[config.mk]
export PLATFORM = sky130hd
export DESIGN_NAME = seg7_scan
export DESIGN_NICKNAME = d
export VERILOG_FILES = /design/src/rtl/seg7_scan_pkg.sv /design/src/rtl/seg7_scan_hex2seg.sv /design/src/rtl/seg7_scan.sv
export SDC_FILE = /design/constraint.sdc
export NUM_CORES = 1
export LEC_CHECK = 0
export BUFFER_PORTS_ARGS = -buffer_cell sky130_fd_sc_hd__buf_2
export CORE_MARGIN = 2
export CORE_UTILIZATION = 61
export CTS_BUF_LIST = sky130_fd_sc_hd__clkbuf_16
export DETAILED_ROUTE_END_ITERATION = 10
export GPL_TIMING_DRIVEN = 0
export HOLD_SLACK_MARGIN = 0.08
export PLACE_DENSITY = 0.89
export SLEW_MARGIN = 40
export SYNTH_ARGS = -nofsm -noshare
export SYNTH_HDL_FRONTEND = slang
export SYNTH_SLANG_ARGS = --single-unit
[constraint.sdc]
create_clock -name clk -period 4.9 [get_ports clk]
set_input_delay 0.98 -clock clk [delete_from_list [all_inputs] [get_ports clk]]
set_output_delay 0.98 -clock clk [all_outputs]
set_load 0.005 [all_outputs]
[src/rtl/seg7_scan_pkg.sv]
// Shared definitions for the seg7_scan display driver.
//   NDIG          number of digits driven
//   SEG_OFF       all segments dark (active-low {g,f,e,d,c,b,a})
//   AN_OFF        all anodes disabled (active-low)
//   SEG_0..SEG_F  active-low hex glyph patterns
package seg7_scan_pkg;

  localparam int unsigned NDIG = 4;

  localparam logic [6:0] SEG_OFF = 7'h7F;
  localparam logic [3:0] AN_OFF  = 4'hF;

  localparam logic [6:0] SEG_0 = 7'h40;
  localparam logic [6:0] SEG_1 = 7'h79;
  localparam logic [6:0] SEG_2 = 7'h24;
  localparam logic [6:0] SEG_3 = 7'h30;
  localparam logic [6:0] SEG_4 = 7'h19;
  localparam logic [6:0] SEG_5 = 7'h12;
  localparam logic [6:0] SEG_6 = 7'h02;
  localparam logic [6:0] SEG_7 = 7'h78;
  localparam logic [6:0] SEG_8 = 7'h00;
  localparam logic [6:0] SEG_9 = 7'h10;
  localparam logic [6:0] SEG_A = 7'h08;
  localparam logic [6:0] SEG_B = 7'h03;
  localparam logic [6:0] SEG_C = 7'h46;
  localparam logic [6:0] SEG_D = 7'h21;
  localparam logic [6:0] SEG_E = 7'h06;
  localparam logic [6:0] SEG_F = 7'h0E;

endpackage

[src/rtl/seg7_scan_hex2seg.sv]
// Pure combinational hex-to-7-segment decoder (common anode, active-low).
//   value  in  4  hex nibble
//   seg    out 7  {g,f,e,d,c,b,a}, 0 = segment lit
module seg7_scan_hex2seg
  import seg7_scan_pkg::*;
(
  input  logic [3:0] value,
  output logic [6:0] seg
);

  always_comb begin
    seg = SEG_OFF;
    unique case (value)
      4'h0: seg = SEG_0;
      4'h1: seg = SEG_1;
      4'h2: seg = SEG_2;
      4'h3: seg = SEG_3;
      4'h4: seg = SEG_4;
      4'h5: seg = SEG_5;
      4'h6: seg = SEG_6;
      4'h7: seg = SEG_7;
      4'h8: seg = SEG_8;
      4'h9: seg = SEG_9;
      4'hA: seg = SEG_A;
      4'hB: seg = SEG_B;
      4'hC: seg = SEG_C;
      4'hD: seg = SEG_D;
      4'hE: seg = SEG_E;
      4'hF: seg = SEG_F;
    endcase
  end

endmodule

[src/rtl/seg7_scan.sv]
// Time-multiplexed driver for a 4-digit common-anode 7-segment display.
// Each digit slot is CLK_DIV cycles long; the first BLANK_CYC cycles of every slot keep all
// anodes dark so digit changes never ghost. Inputs are snapshotted once per frame (and on the
// first edge after reset) so a digit set cannot tear mid-frame.
// Optional feature macro: SEG7_LZ_BLANK_EN -- leading-zero suppression of d3..d1 at snapshot.
// Ports:
//   clk         in   1  system clock, rising edge
//   rst_n       in   1  asynchronous active-low reset
//   d0..d3      in   4  hex digit values, d0 = rightmost
//   dp_in       in   4  decimal point per digit, 1 = lit
//   blank       in   4  per-digit force-dark, 1 = digit off
//   an          out  4  anode enables, active-low, an[i] drives digit i
//   seg         out  7  {g,f,e,d,c,b,a}, active-low
//   dp          out  1  decimal point, active-low
//   frame_tick  out  1  one-cycle pulse when a new snapshot is taken
module seg7_scan
  import seg7_scan_pkg::*;
#(
  parameter int unsigned CLK_DIV   = 50000,
  parameter int unsigned BLANK_CYC = 16,
  parameter int unsigned DIV_W     = 16
) (
  input  logic       clk,
  input  logic       rst_n,
  input  logic [3:0] d0,
  input  logic [3:0] d1,
  input  logic [3:0] d2,
  input  logic [3:0] d3,
  input  logic [3:0] dp_in,
  input  logic [3:0] blank,
  output logic [3:0] an,
  output logic [6:0] seg,
  output logic       dp,
  output logic       frame_tick
);

  logic [DIV_W-1:0]         cnt_q, cnt_d;
  logic [1:0]               idx_q, idx_d;
  logic                     first_q;
  logic [NDIG-1:0][3:0]     sd_q;
  logic [NDIG-1:0]          sdp_q;
  logic [NDIG-1:0]          sblank_q;
  logic [NDIG-1:0]          blank_eff;

  logic                     wrap;
  logic                     snap_en;
  logic                     lit;
  logic [6:0]               cur_seg;
  logic [3:0]               an_d;
  logic [6:0]               seg_d;
  logic                     dp_d;

  // Prescaler and digit index.
  always_comb begin
    wrap    = (cnt_q == DIV_W'(CLK_DIV - 1));
    cnt_d   = wrap ? '0 : cnt_q + 1'b1;
    idx_d   = wrap ? idx_q + 2'd1 : idx_q;
    // first_q forces a snapshot on the first edge out of reset.
    snap_en = first_q | (wrap & (idx_q == 2'd3));
  end

`ifdef SEG7_LZ_BLANK_EN
  logic shown3, shown2;
  // A higher digit stops suppression only if it would actually be visible.
  always_comb begin
    shown3    = (d3 != 4'h0) && !blank[3];
    shown2    = (d2 != 4'h0) && !blank[2];
    blank_eff = blank;
    blank_eff[3] = blank[3] | (d3 == 4'h0);
    blank_eff[2] = blank[2] | ((d2 == 4'h0) && !shown3);
    blank_eff[1] = blank[1] | ((d1 == 4'h0) && !shown3 && !shown2);
  end
`else
  always_comb begin
    blank_eff = blank;
  end
`endif

  seg7_scan_hex2seg u_hex2seg (
    .value (sd_q[idx_q]),
    .seg   (cur_seg)
  );

  // Output decode; registered below, so outputs lag cnt/idx by one cycle.
  always_comb begin
    lit   = (cnt_q >= DIV_W'(BLANK_CYC)) && !sblank_q[idx_q];
    an_d  = AN_OFF;
    seg_d = SEG_OFF;
    dp_d  = 1'b1;
    if (lit) begin
      an_d  = ~(4'b0001 << idx_q);
      seg_d = cur_seg;
      dp_d  = ~sdp_q[idx_q];
    end
  end

  always_ff @(posedge clk or negedge rst_n) begin
    if (!rst_n) begin
      cnt_q      <= '0;
      idx_q      <= 2'd0;
      first_q    <= 1'b1;
      sd_q       <= '0;
      sdp_q      <= '0;
      sblank_q   <= '0;
      an         <= AN_OFF;
      seg        <= SEG_OFF;
      dp         <= 1'b1;
      frame_tick <= 1'b0;
    end else begin
      cnt_q      <= cnt_d;
      idx_q      <= idx_d;
      first_q    <= 1'b0;
      frame_tick <= snap_en;
      an         <= an_d;
      seg        <= seg_d;
      dp         <= dp_d;
      if (snap_en) begin
        sd_q     <= {d3, d2, d1, d0};
        sdp_q    <= dp_in;
        sblank_q <= blank_eff;
      end
    end
  end

endmodule

======== After elaboration in Yosys (flattened, before gate mapping) ========
Memories as Yosys holds them, arrays and structs flattened.
Cells that the tools add are included.
W data, S select, Z words.
word-level totals
  register bits ........................... 56
  latch bits .............................. 0
  memory bits (writable) .................. 0
  ROM bits ................................ 112
  memories kept ........................... 1
cells by class
  add/sub/neg operators ................... 2
  multiply operators ...................... 0
  divide/modulo/power cells ............... 0
  magnitude comparators ................... 2
  equality and inequality tests ........... 2
  shifts and indexed selects .............. 1
  mux-type cells .......................... 10
  bitwise logic cells ..................... 4
  reduce and logical (&&, ||, !) cells .... 2
memory list
  memory           depth  width  rd ports  clocked after memory_dff  wr ports  RTL line                 source
  (no name shown)  16     7      1         0                         0         seg7_scan_hex2seg.sv:13  unique case (value)
operator list
  operator                 count
  $add A16 B1 Y16 const B  1
  $eq A16 B16 Y1 const B   1
  $ge A16 B5 Y1 const B    1
  $mux W16                 1
  $bmux W4 S2              1
  $mux W4                  2
  $mux W7                  1
  $bmux W1 S2              2
  $not A4 Y4               1
  $shl A1 B2 Y4 const A    1
  $lt A2 B3 Y1 const B     1
  $mux W1                  3
  $add A2 B1 Y2 const B    1
  $eq A2 B2 Y1 const B     1
  $and A1 B1 Y1            1
  $logic_and A1 B1 Y1      1
  $logic_not A1 Y1         1
  $not A1 Y1               1
  $or A1 B1 Y1             1

======== Logic depth before layout (Yosys ltp) ========
  depth after elaboration ................. 5
  gate-level depth with buffers ........... 8
  depth with buffers taken out ............ 7

======== By module ========
Synthesis repeated with hierarchy kept, for this count alone.
second synthesis, totals
  cell total of the unflattened synthesis .. 207
  area, all modules ....................... 2756.4 sq um
by module, submodules not included
  module             instances  cells each  area an instance (sq um)  sequential area each (sq um)
  seg7_scan          1          175         2481.1                    1417.6
  seg7_scan_hex2seg  1          32          275.3                     0.0

======== Worst setup path after synthesis ========
No wires, ideal clock.
  path kind ............................... reg2reg
  start point ............................. register cnt_q[13]
  end point ............................... register sblank_q[0]
  library setup time ...................... 0.125 ns
  arrival ................................. 1.852 ns
  slack ................................... 2.923 ns
  stages on the path, launching flop included .. 6
  path buffers ............................ 1
  path through ............................ dfrtp_1 > or4_4 > nor4_4 > a41oi_4 > buf_6 > mux2_4
on the way
  longest elaborated chain between the ends .. 3
RTL lines
  element                   RTL line          source
  start: declaration        seg7_scan.sv:37   logic [DIV_W-1:0] cnt_q, cnt_d;
  start signal: assignment  seg7_scan.sv:110  cnt_q <= cnt_d;
  $eq A16 B16 Y1            seg7_scan.sv:55   wrap = (cnt_q == DIV_W'(CLK_DIV - 1));
  $and A1 B1 Y1             seg7_scan.sv:59   snap_en = first_q | (wrap & (idx_q == 2'd3));
  $or A1 B1 Y1              seg7_scan.sv:59
  end signal: assignment    seg7_scan.sv:120  sblank_q <= blank_eff;
  end: declaration          seg7_scan.sv:42   logic [NDIG-1:0] sblank_q;
No other way between the ends.
A chain may end at the register's enable or synchronous reset.

======== Worst setup path after layout ========
  start point ............................. register idx_q[0]
  end point ............................... register seg[5]
on the way
  longest elaborated chain between the ends .. 5
  elaborated cells on any way between the ends .. 8
RTL lines
  element                                                                 RTL line          source
  start: declaration                                                      seg7_scan.sv:38   logic [1:0] idx_q, idx_d;
  start signal: assignment                                                seg7_scan.sv:111  idx_q <= idx_d;
  parallel branches: the longest is 4 deep, another holds $mem_v2 Z16 W7  --
  $mux W7 (*)                                                             seg7_scan.sv:90   if (lit) begin
  named net seg_d[5]                                                      seg7_scan.sv:50   logic [6:0] seg_d;
  end signal: assignment                                                  seg7_scan.sv:115  seg <= seg_d;
  end: declaration                                                        seg7_scan.sv:32   output logic [6:0] seg,
Mark *: on every way through the listed nets, which the timed path passes. The select of a mux whose other input is x is not followed.

==> flow_metrics.env <==
export IMPL_routed_wl_um=4964
export IMPL_drv_cap=0
export IMPL_first_global_vias=1748
export IMPL_crit_slowest_cell="mux4_2"
export IMPL_cp_end_kind="flop"
export IMPL_overflow=0
export IMPL_cts_inserted_buffers=5
export IMPL_synth_top_cell_by_area="dfrtp_1"
export IMPL_synth_area_um2=2786
export IMPL_cts_root_buf="clkbuf_16"
export IMPL_core_rowCount=24
export IMPL_ioPinCount=39
export IMPL_netlist_instances=210
export IMPL_crit_fanout=10
export IMPL_final_nets=293
export IMPL_n_antenna_cell=0
export IMPL_ir_worst_vdd_uv=194.3
export IMPL_cts_sinks=56
export IMPL_drt_iter0_drc=181
export IMPL_rsz0062_at_grt="false"
export IMPL_yosys_area_top_type_share_pct=38.62
export IMPL_status="finished, final reports clean"
export IMPL_drc=0
export IMPL_leakagePower_nw=1.471
export IMPL_critPathMaxStageDelay_ns=0.56
export IMPL_vias_per_cell=5.705
export IMPL_ys_types=34
export IMPL_coreArea_um2=4384
export IMPL_start_kind="flop"
export IMPL_grt_pass1_wl_um=8445
export IMPL_crit_chain="buf_2 > mux4_2 > a31oi_1 > clkbuf_1 > o221ai_1"
export IMPL_clk_path_buf_depth=2
export IMPL_finalSetupViolations=0
export IMPL_finalHoldViolCount=0
export IMPL_insertion_delay_ns=0.29
export IMPL_arrival_ns=2.48
export IMPL_min_path_type="reg -> reg"
export IMPL_slew_headroom_pct=55.00
export IMPL_post_cts_resize_count=0
export IMPL_die_y_um=71.59
export IMPL_io_buffers=38
export IMPL_drive_gt1_share_pct=38.28
export IMPL_syn_avg_cell_area_um2=13.27
export IMPL_synth_seq_cells=56
export IMPL_tns_ns=0
export IMPL_fin_crit_sh_pct=46.79
export IMPL_die_area_um2=5124
export IMPL_num_vias=1757
export IMPL_area_delta_synth_final_pct=14.14
export IMPL_dp_slack_ns=2.620
export IMPL_clkTransAtPathRegs_ns=0.07
export IMPL_fmax_mhz=436.2
export IMPL_slew_viol_final=0
export IMPL_die_w_um=71.59
export IMPL_yosysWarnings=0
export IMPL_fin_ws_ns=2.607
export IMPL_tightestPinTransition_ns=0.6751
export IMPL_cts_tree="yes"
export IMPL_synth_seq_area_share_pct=50.88
export IMPL_critPathKind="reg -> reg"
export IMPL_whs_path_depth=1
export IMPL_powerDensity_nw_per_um2=310.2
export IMPL_p_total_uw=986.5
export IMPL_gp_congestion=0.8731
export IMPL_synth_nets=248
export IMPL_dp_hpwl_um=3438
export IMPL_antenna_found_initial=0
export IMPL_htreeDepth=2
export IMPL_period_minus_slack_ns=2.293
export IMPL_ff2ff_path_depth=5
export IMPL_drt_pass1_iterations=4
export IMPL_post_dp_cell_area_um2=3044
export IMPL_wl_per_cell_um=16.12
export IMPL_grt_max_degree=57
export IMPL_finClkSkew_ns=0.005174
export IMPL_ant_nets=0
export IMPL_start_util_pct=63.56
export IMPL_required_ns=5.08
export IMPL_hold_buffers=0
export IMPL_track_usage_pct=21.58
export IMPL_stdcell_area_um2=3181
export IMPL_cts_setup_buffers=0
export IMPL_synthTopCellsByArea="dfrtp_1, dfstp_2, mux2_4"
## power by group
part | internal, mW | switching [mW]
registers | 0.502 | 0.0194
logic | 0.0712 | 0.0593
clock network | 0.184 | 0.151
total | 0.757 | 0.229
## worst max-delay path, delay by kind of cell, from the launching register on
family,cells,cell delay [ns]
compound gates,2,0.52
buf+inv,2,0.73
mux,1,0.56
flops,1,0.37
## per-stage QoR
| stage | util [%] | std cells | hold WS, ns |
|---|---|---|---|
| after floorplan | - | 210 | 0.4649 |
| after global placement | 69.38 | 300 | 0.4902 |
| after detailed placement | 69.43 | 300 | 0.4923 |
| after CTS | 72.55 | 308 | 0.5075 |
| after global routing | 72.55 | 308 | 0.5318 |
| final | 72.55 | 308 | 0.5023 |
## cells in the final DEF, fill, tap and decap left out, types with 2 or more instances in the layout
cell / instances
mux2i_1: 8
clkbuf_16: 5
dfstp_2: 13
mux2_2: 8
mux4_2: 6
nor3_1: 6
xor2_1: 10
nand4_1: 5
nor2_1: 15
buf_2: 39
xnor2_1: 9
buf_6: 2
nor4_1: 2
nand3_1: 5
clkbuf_1: 3
o221ai_1: 4
inv_1: 12
o211ai_1: 3
mux2_4: 19
dfrtp_1: 43
nand2_1: 12
ha_1: 12
## metal layers
| metal | routed length (µm) | GRT usage, % |
|---|---|---|
| met1 | 2232 | 29.67 |
| met2 | 2428 | 33.44 |
| met3 | 201 | 4.782 |
| met4 | 100 | 9.224 |
| met5 | 0 | 0 |
## path summary, 6_finish.rpt
| check | to | slack [ns] | start |
|---|---|---|---|
| hold reg to reg | cnt_q[10] | 0.50 | cnt_q[10] |
| setup reg to reg | seg[5] | 2.61 | idx_q[0] |
| hold / removal | cnt_q[10] | 0.50 | cnt_q[10] |
| min in group asynchronous | sblank_q[0] | 0.71 | rst_n |
| max in group asynchronous | sd_q[5] | 3.72 | rst_n |
| setup / recovery | seg[5] | 2.61 | idx_q[0] |
## kinds of logic (layout without fill, tap and decap cells)
family	Yosys count	count (layout)	synth area share, %
flip-flops	56	56	50.88
AND/OR/NAND/NOR	53	53	9.789
multiplexers	41	41	21.19
XOR/XNOR	19	19	5.972
buffers and inverters	17	63	2.919
adder cells (fa/ha/maj)	12	12	5.388
AO/OA/AOI/OAI	11	11	3.727
other	1	1	0.1346
## registers in the layout, indices dropped and copies added, names as in the netlist
signal,count
idx_q,2
sblank_q,4
an,4
frame_tick,1
sd_q,16
dp,1
sdp_q,4
seg,7
first_q,1
cnt_q,16
## Yosys cell counts
master,number
dfrtp_1,43
mux2_4,19
nor2_1,15
dfstp_2,13
ha_1,12
nand2_1,12
inv_1,10
xor2_1,10
xnor2_1,9
mux2_2,8
mux2i_1,8
mux4_2,6
nor3_1,6
nand3_1,5
nand4_1,5
o221ai_1,4
clkbuf_1,3
o211ai_1,3
buf_2,2
buf_6,2
nor4_1,2
a21oi_1,1
a31oi_1,1
a41oi_4,1
and3_1,1
and3_2,1
conb_1,1
nand2b_1,1
nor2b_1,1
nor3b_1,1
nor4_4,1
o31ai_1,1
or2_2,1
or4_4,1
## cell type report
cell class              count  area, µm²
clock inverters             3      11.26
fillers                   276       1204
inverters                  10      37.54
flip-flops and latches     56       1418
repair buffers             38      192.7
well taps                  52      65.06
multi-input cells         137       1287
clock buffers               5      125.1
plain buffers               7      43.79
No activity file was read; power rests on OpenSTA's default activity.
